`src/rtl/clk_rst_pkg.sv`:
```
// Shared types and default parameters for the clk_rst_seq reset sequencer.
package clk_rst_pkg;

    typedef enum logic [1:0] {
        S_HOLD   = 2'd0,
        S_FILT   = 2'd1,
        S_PERIPH = 2'd2,
        S_RUN    = 2'd3
    } state_e;

    localparam int SYNC_STAGES_DEF   = 3;
    localparam int LOCK_FILT_CYC_DEF = 1024;
    localparam int PERIPH_DLY_DEF    = 64;
    localparam int CNT_W_DEF         = 8;

    // Counters run up to limit-1; one spare bit keeps small limits safe.
    function automatic int cnt_width(input int limit);
        return $clog2(limit) + 1;
    endfunction

endpackage

```
`src/rtl/clk_rst_seq_if.sv`:
```
// Reset-sequencer bus: lock status in, staged resets/ready/loss count out.
interface clk_rst_seq_if #(
    parameter int CNT_W = clk_rst_pkg::CNT_W_DEF
);
    logic             locked;
    logic             rst_core_n;
    logic             rst_periph_n;
    logic             ready;
    logic [CNT_W-1:0] lock_loss_cnt;

    modport master (
        input  locked,
        output rst_core_n,
        output rst_periph_n,
        output ready,
        output lock_loss_cnt
    );

    modport slave (
        output locked,
        input  rst_core_n,
        input  rst_periph_n,
        input  ready,
        input  lock_loss_cnt
    );
endinterface

```
`src/rtl/rst_sync_bit.sv`:
```
// N-stage single-bit synchroniser with asynchronous active-low clear.
module rst_sync_bit #(
    parameter int N = clk_rst_pkg::SYNC_STAGES_DEF
) (
    input  logic clk,
    input  logic rst_n,
    input  logic d_i,
    output logic q_o
);
    logic [N-1:0] sync_q;

    always_ff @(posedge clk or negedge rst_n) begin
        if (!rst_n) sync_q <= '0;
        else        sync_q <= {sync_q[N-2:0], d_i};
    end

    assign q_o = sync_q[N-1];

endmodule

```
`src/rtl/clk_rst_seq.sv`:
```
// Lock-filtered staged reset sequencer (core, then peripherals, then ready).
// Build option CLK_RST_LOSS_CNT_EN enables the saturating lock-loss counter.
module clk_rst_seq
    import clk_rst_pkg::*;
#(
    parameter int SYNC_STAGES   = SYNC_STAGES_DEF,
    parameter int LOCK_FILT_CYC = LOCK_FILT_CYC_DEF,
    parameter int PERIPH_DLY    = PERIPH_DLY_DEF,
    parameter int CNT_W         = CNT_W_DEF
) (
    input  logic          clk,
    input  logic          rst_n,
    clk_rst_seq_if.master bus
);
    localparam int FW = cnt_width(LOCK_FILT_CYC);
    localparam int DW = cnt_width(PERIPH_DLY);
    localparam logic [FW-1:0] FILT_LAST = FW'(LOCK_FILT_CYC - 1);
    localparam logic [DW-1:0] DLY_LAST  = DW'(PERIPH_DLY - 1);

    logic          locked_s;
    state_e        state_q, state_d;
    logic [FW-1:0] filt_q, filt_d;
    logic [DW-1:0] dly_q, dly_d;
    logic          core_n_q, periph_n_q, ready_q;

    rst_sync_bit #(.N(SYNC_STAGES)) u_lock_sync (
        .clk   (clk),
        .rst_n (rst_n),
        .d_i   (bus.locked),
        .q_o   (locked_s)
    );

    always_ff @(posedge clk or negedge rst_n) begin
        if (!rst_n) begin
            state_q <= S_HOLD;
            filt_q  <= '0;
            dly_q   <= '0;
        end else begin
            state_q <= state_d;
            filt_q  <= filt_d;
            dly_q   <= dly_d;
        end
    end

    // A low locked_s always wins over a counter reaching its limit.
    always_comb begin
        state_d = state_q;
        filt_d  = filt_q;
        dly_d   = dly_q;
        unique case (state_q)
            S_HOLD: begin
                dly_d = '0;
                if (locked_s) begin
                    state_d = S_FILT;
                    filt_d  = FW'(1);
                end else begin
                    filt_d  = '0;
                end
            end
            S_FILT: begin
                if (!locked_s) begin
                    state_d = S_HOLD;
                    filt_d  = '0;
                end else if (filt_q == FILT_LAST) begin
                    state_d = S_PERIPH;
                    filt_d  = '0;
                    dly_d   = '0;
                end else begin
                    filt_d  = filt_q + FW'(1);
                end
            end
            S_PERIPH: begin
                if (!locked_s) begin
                    state_d = S_HOLD;
                    dly_d   = '0;
                end else if (dly_q == DLY_LAST) begin
                    state_d = S_RUN;
                    dly_d   = '0;
                end else begin
                    dly_d   = dly_q + DW'(1);
                end
            end
            S_RUN: begin
                if (!locked_s) state_d = S_HOLD;
            end
            default: begin
                state_d = S_HOLD;
                filt_d  = '0;
                dly_d   = '0;
            end
        endcase
    end

    // Outputs are decoded from the registered state and registered once more.
    always_ff @(posedge clk or negedge rst_n) begin
        if (!rst_n) begin
            core_n_q   <= 1'b0;
            periph_n_q <= 1'b0;
            ready_q    <= 1'b0;
        end else begin
            core_n_q   <= (state_q == S_PERIPH) || (state_q == S_RUN);
            periph_n_q <= (state_q == S_RUN);
            ready_q    <= periph_n_q && (state_q == S_RUN);
        end
    end

    assign bus.rst_core_n   = core_n_q;
    assign bus.rst_periph_n = periph_n_q;
    assign bus.ready        = ready_q;

`ifdef CLK_RST_LOSS_CNT_EN
    logic             loss_evt;
    logic [CNT_W-1:0] loss_cnt_q;

    // Loss only counts once the core has been released; glitches in S_FILT do not.
    assign loss_evt = ((state_q == S_PERIPH) || (state_q == S_RUN)) && !locked_s;

    always_ff @(posedge clk or negedge rst_n) begin
        if (!rst_n)                         loss_cnt_q <= '0;
        else if (loss_evt && !(&loss_cnt_q)) loss_cnt_q <= loss_cnt_q + CNT_W'(1);
    end

    assign bus.lock_loss_cnt = loss_cnt_q;
`else
    assign bus.lock_loss_cnt = '0;
`endif

endmodule

```
`src/flat_wrapper.sv`:
```
// flat-port wrapper written by rule: the top's interface ports become plain ports
module clk_rst_seq_flat import clk_rst_pkg::*;
#(
    parameter int SYNC_STAGES   = SYNC_STAGES_DEF,
    parameter int LOCK_FILT_CYC = LOCK_FILT_CYC_DEF,
    parameter int PERIPH_DLY    = PERIPH_DLY_DEF,
    parameter int CNT_W         = CNT_W_DEF
)
  (clk, rst_n, bus_locked, bus_rst_core_n, bus_rst_periph_n, bus_ready, bus_lock_loss_cnt);
  clk_rst_seq_if #(.CNT_W(CNT_W)) bus_i ();
  input  logic clk;
  input  logic rst_n;
  input wire logic [$bits(bus_i.locked)-1:0] bus_locked;
  output wire logic [$bits(bus_i.rst_core_n)-1:0] bus_rst_core_n;
  output wire logic [$bits(bus_i.rst_periph_n)-1:0] bus_rst_periph_n;
  output wire logic [$bits(bus_i.ready)-1:0] bus_ready;
  output wire logic [$bits(bus_i.lock_loss_cnt)-1:0] bus_lock_loss_cnt;
  assign bus_i.locked = bus_locked;
  assign bus_rst_core_n = bus_i.rst_core_n;
  assign bus_rst_periph_n = bus_i.rst_periph_n;
  assign bus_ready = bus_i.ready;
  assign bus_lock_loss_cnt = bus_i.lock_loss_cnt;
  clk_rst_seq #(.SYNC_STAGES(SYNC_STAGES), .LOCK_FILT_CYC(LOCK_FILT_CYC), .PERIPH_DLY(PERIPH_DLY), .CNT_W(CNT_W)) u_core (.clk(clk), .rst_n(rst_n), .bus(bus_i));
endmodule
```
`config.mk`:
```
export PLATFORM = sky130hd
export DESIGN_NAME = clk_rst_seq_flat
export DESIGN_NICKNAME = d
export VERILOG_FILES = /design/src/rtl/clk_rst_pkg.sv /design/src/rtl/clk_rst_seq_if.sv /design/src/rtl/rst_sync_bit.sv /design/src/rtl/clk_rst_seq.sv /design/src/flat_wrapper.sv
export SDC_FILE = /design/constraint.sdc
export NUM_CORES = 1
export LEC_CHECK = 0
export CORE_UTILIZATION = 37
export DETAILED_ROUTE_END_ITERATION = 8
export HOLD_SLACK_MARGIN = 0.02
export SLEW_MARGIN = 20
export SYNTH_ARGS = -nofsm -noshare
export SYNTH_HDL_FRONTEND = slang
export SYNTH_HIERARCHICAL = 1
export SYNTH_SLANG_ARGS = --single-unit
```
`constraint.sdc`:
```
create_clock -name clk -period 2.5 [get_ports clk]
set_input_delay 0.25 -clock clk [delete_from_list [all_inputs] [get_ports clk]]
set_output_delay 0.25 -clock clk [all_outputs]
set_load 0.05 [all_outputs]
```
==> metrics.md <==
| Metric | Value |
|---|---|
| Worst path required time | 2700 ps |
| Final Non-Filler Cells | 178 |
| DRC viols | 0 |
| RSZ-0062 raised after global routing | no |
| Synth-to-layout area growth | 6.23% |
| FP Rows | 21 |
| TritonCTS sink count | 26 |
| Initial antenna violation count | 0 |
| Total Wirelength | 2190 um |
| CP startpoint kind | register |
| Met2 usage | 0.230 |
| Avg Inst Size Synth | 10.0 um2 |
| Setup TNS Final | 0 ps |
| Clock Skews | 3.46 ps |
| Final non-filler cell area | 0.00139 mm2 |
| Worst-Margin Slew | 560 ps |
| Post-synth top flop | dfrtp_1 |
| CORE AREA | 0.00336 mm2 |
| Gr usage total | 0.144 |
| Yosys cell types | 40 |
| Vias in the first global route | 889 |
| Post-route ant nets | 0 |
| Post-synthesis compound-gate area fraction | 0.154 |
| DR WL/cell | 12.3 um |
| CP Capture Type | register |
| Simple-Gate Fraction of Synth Area | 0.227 |
| Worst R2R Path Depth | 5 |
| Share of cells above drive strength 1 | 0.0682 |
| Final slew viol count | 0 |
| Total power | 0.655 mW |
| Synthesized-area fraction occupied by adder cells | 0.0192 |
| I/O pin count | 14 |
| Post-CTS resize count | 0 |
| I/O Buffers | 5 |
| R2r startpoint | u_core/filt_q[0] |
| Slew margin rel. | 0.627 |
| CTS max path bufs | 2 |
| Die Y | 61.4 um |
| Fin nets | 139 |
| Htree depth | 1 |
| Clock network power share | 0.256 |
| Static Leakage | 0.614 nW |
| Antenna cells | 0 |
| CTS buffer count | 3 |
| Final hold violation count | 0 |
| First-pass GRT wire length | 4020 um |
| Post-synth EDFFs | 0 |
| Final GP Congestion | 0.770 |
| Synth Instances | 130 |
| Post-CTS Hold Fix Bufs | 0 |
| Root Buffer | clkbuf_4 |
| Via count | 942 |
| DP Wirelength | 1530 um |
| Clock Latency Late Sink | 300 ps |
| Placed instance count | 175 |
| Post-synthesis xor/xnor area fraction | 0.0134 |
| Status | finished clean |
| Most used routing layer | met2 |
| MaxCap Viol Count | 0 |
| Die Width | 61.4 um |
| Maximum vdd drop | 0.162 mV |
| Area after DPL | 0.00136 mm2 |
| Flop2flop setup slack | 490 ps |
| Final setup violation count | 0 |
| Synth warn | 6 |
| Final Core Density | 0.412 |
| Overflow after GRT | 0 |
| Main combinational cell family by area after synthesis | simple AND/OR/NAND/NOR gates |
| Post-CTS Setup Repair Bufs | 0 |
| Arrival @ worst endpoint | 2210 ps |
| Logic pwr share | 0.084 |
| Mux contribution to synthesized area | 0.0153 |
| Initial core utilization | 0.388 |
| Power per cell area | 472 mW/mm2 |
| Share of the clock period used by the worst path | 0.806 |
| Worst Path Max Fanout | 5 |
| Detailed router's first-iteration violation count | 44 |
| Setup CP Type | register to register |
| TritonRoute pass-1 iters | 4 |
| Met3 Track Usage GR | 0.0189 |
| Drt via density | 5.29 |
| Sw Ratio | 0.246 |
| Max Fclk | 0.496 GHz |
| Seq cells post-synth | 26 |
| Grt met1 use | 0.199 |
| Die ar. | 0.00377 mm2 |
| Hold crit path type | primary input to asynchronous set/reset pin |
| Sw Pwr | 0.161 mW |
| Seq/Total Area, Yosys | 0.499 |
| Worst r2r dst | u_core/dly_q[4] |
| Synthesized cell area | 0.00131 mm2 |
| Clock Pin Slew Worst Setup and Hold Paths | 130 ps |
| Largest net degree at the start of global routing | 27 |
| Seq pwr share | 0.660 |
| P_int | 0.494 mW |
| Final Critical Period | 2010 ps |
| CTS tree | built |
| Ys async rst share | 1.00 |
-- worst max path at each step --
stage                 endpoint  slack, ps  cells after the start              from
2_1_floorplan  u_core/dly_q[4]        660                      5  u_core/filt_q[0]
3_3_place_gp   u_core/dly_q[4]        560                      5  u_core/filt_q[0]
3_5_place_dp   u_core/dly_q[4]        500                      5  u_core/filt_q[0]
4_1_cts        u_core/dly_q[4]        480                      5  u_core/filt_q[0]
5_1_grt        u_core/dly_q[4]        400                      5  u_core/filt_q[0]
6_report       u_core/dly_q[4]        490                      5  u_core/filt_q[0]
-- through the flow --
stage,hold WS [ps],setup slack (ps)
floorplan,-45.6,657
CTS,295,480
global placement,333,565
detailed placement,347,504
global route,317,397
finish,290,485
-- power groups by stage --
stage	Combinational, mW	Clock (mW)	Sequential, mW
2_1_floorplan	0.0520	0	0.437
3_3_place_gp	0.0554	0	0.439
3_5_place_dp	0.0559	0	0.440
4_1_cts	0.0558	0.179	0.432
5_1_grt	0.0611	0.192	0.433
6_report	0.0550	0.168	0.432
-- area by class of cell --
| type | count | area [um2] |
|---|---|---|
| Clock buffer | 3 | 22.5 |
| Tap cell | 46 | 57.6 |
| Inverter | 2 | 7.51 |
| Sequential cell | 26 | 651 |
| Fill cell | 355 | 1980 |
| Multi-Input combinational cell | 95 | 591 |
| Timing Repair Buffer | 6 | 57.6 |
-- cells in the mapped netlist (all sizes together) (2+ instances only) --
master / n / share of area
a211o: 2 / 0.013
a21oi: 8 / 0.031
a31oi: 2 / 0.0096
and3: 5 / 0.024
and3b: 2 / 0.013
buf: 8 / 0.046
clkbuf: 6 / 0.017
dfrtp: 26 / 0.50
ha: 2 / 0.019
inv: 2 / 0.0058
mux2i: 2 / 0.015
nand2: 9 / 0.026
nand3: 9 / 0.035
nand3b: 3 / 0.017
nand4: 2 / 0.014
nor2: 4 / 0.012
nor3: 4 / 0.015
nor3b: 3 / 0.017
nor4: 2 / 0.0096
o21a: 4 / 0.023
o21ai: 6 / 0.023
or2: 2 / 0.0096
xnor2: 2 / 0.013
-- worst max-delay path: stages, from the launching register on --
cell     delay, ps
dfrtp_1        420
ha_1           260
nand4_2        160
or2_1          300
o41a_1         470
a211o_1        320
-- logic make-up (layout without fill, tap and decap cells) --
family / Yosys count / after routing
AOI/OAI and AO/OA: 30 / 30
adders and majority gates: 2 / 2
xor gates and xnor gates: 2 / 2
DFF: 26 / 26
muxes: 2 / 2
other: 1 / 8
and+or+nand+nor: 51 / 51
buffers and inverters: 16 / 11
-- layout by cell type, fill, tap and decap left out, types with 2 or more instances in the layout --
cell type and n:
mux2i_1 2, nor2_1 4, nand3_1 9, clkbuf_4 3, and3_1 5, a21oi_1 8
inv_1 2, nor3_1 4, conb_1 8, a211o_1 2, nand2_1 9, and3b_1 2
a31oi_1 2, nand3b_1 3, o21ai_0 6, nor3b_1 3, xnor2_1 2, clkdlybuf4s50_1 5
dfrtp_1 26, ha_1 2, o21a_1 4, nor4_1 2
-- state kept, by name, summed over array words and instances, names as in the netlist --
signal                     cells
u_core/u_lock_sync/sync_q      3
u_core/bus.rst_core_n          1
u_core/bus.rst_periph_n        1
u_core/dly_q                   7
u_core/state_q                 2
u_core/bus.ready               1
u_core/filt_q                 11
-- per-layer routing --
metal / part of all wire / routed length (um)
met2: 0.46 / 1000
met4: 0.016 / 36
met1: 0.49 / 1080
met3: 0.032 / 70
met5: 0 / 0
(Power assumes the default switching activity.)
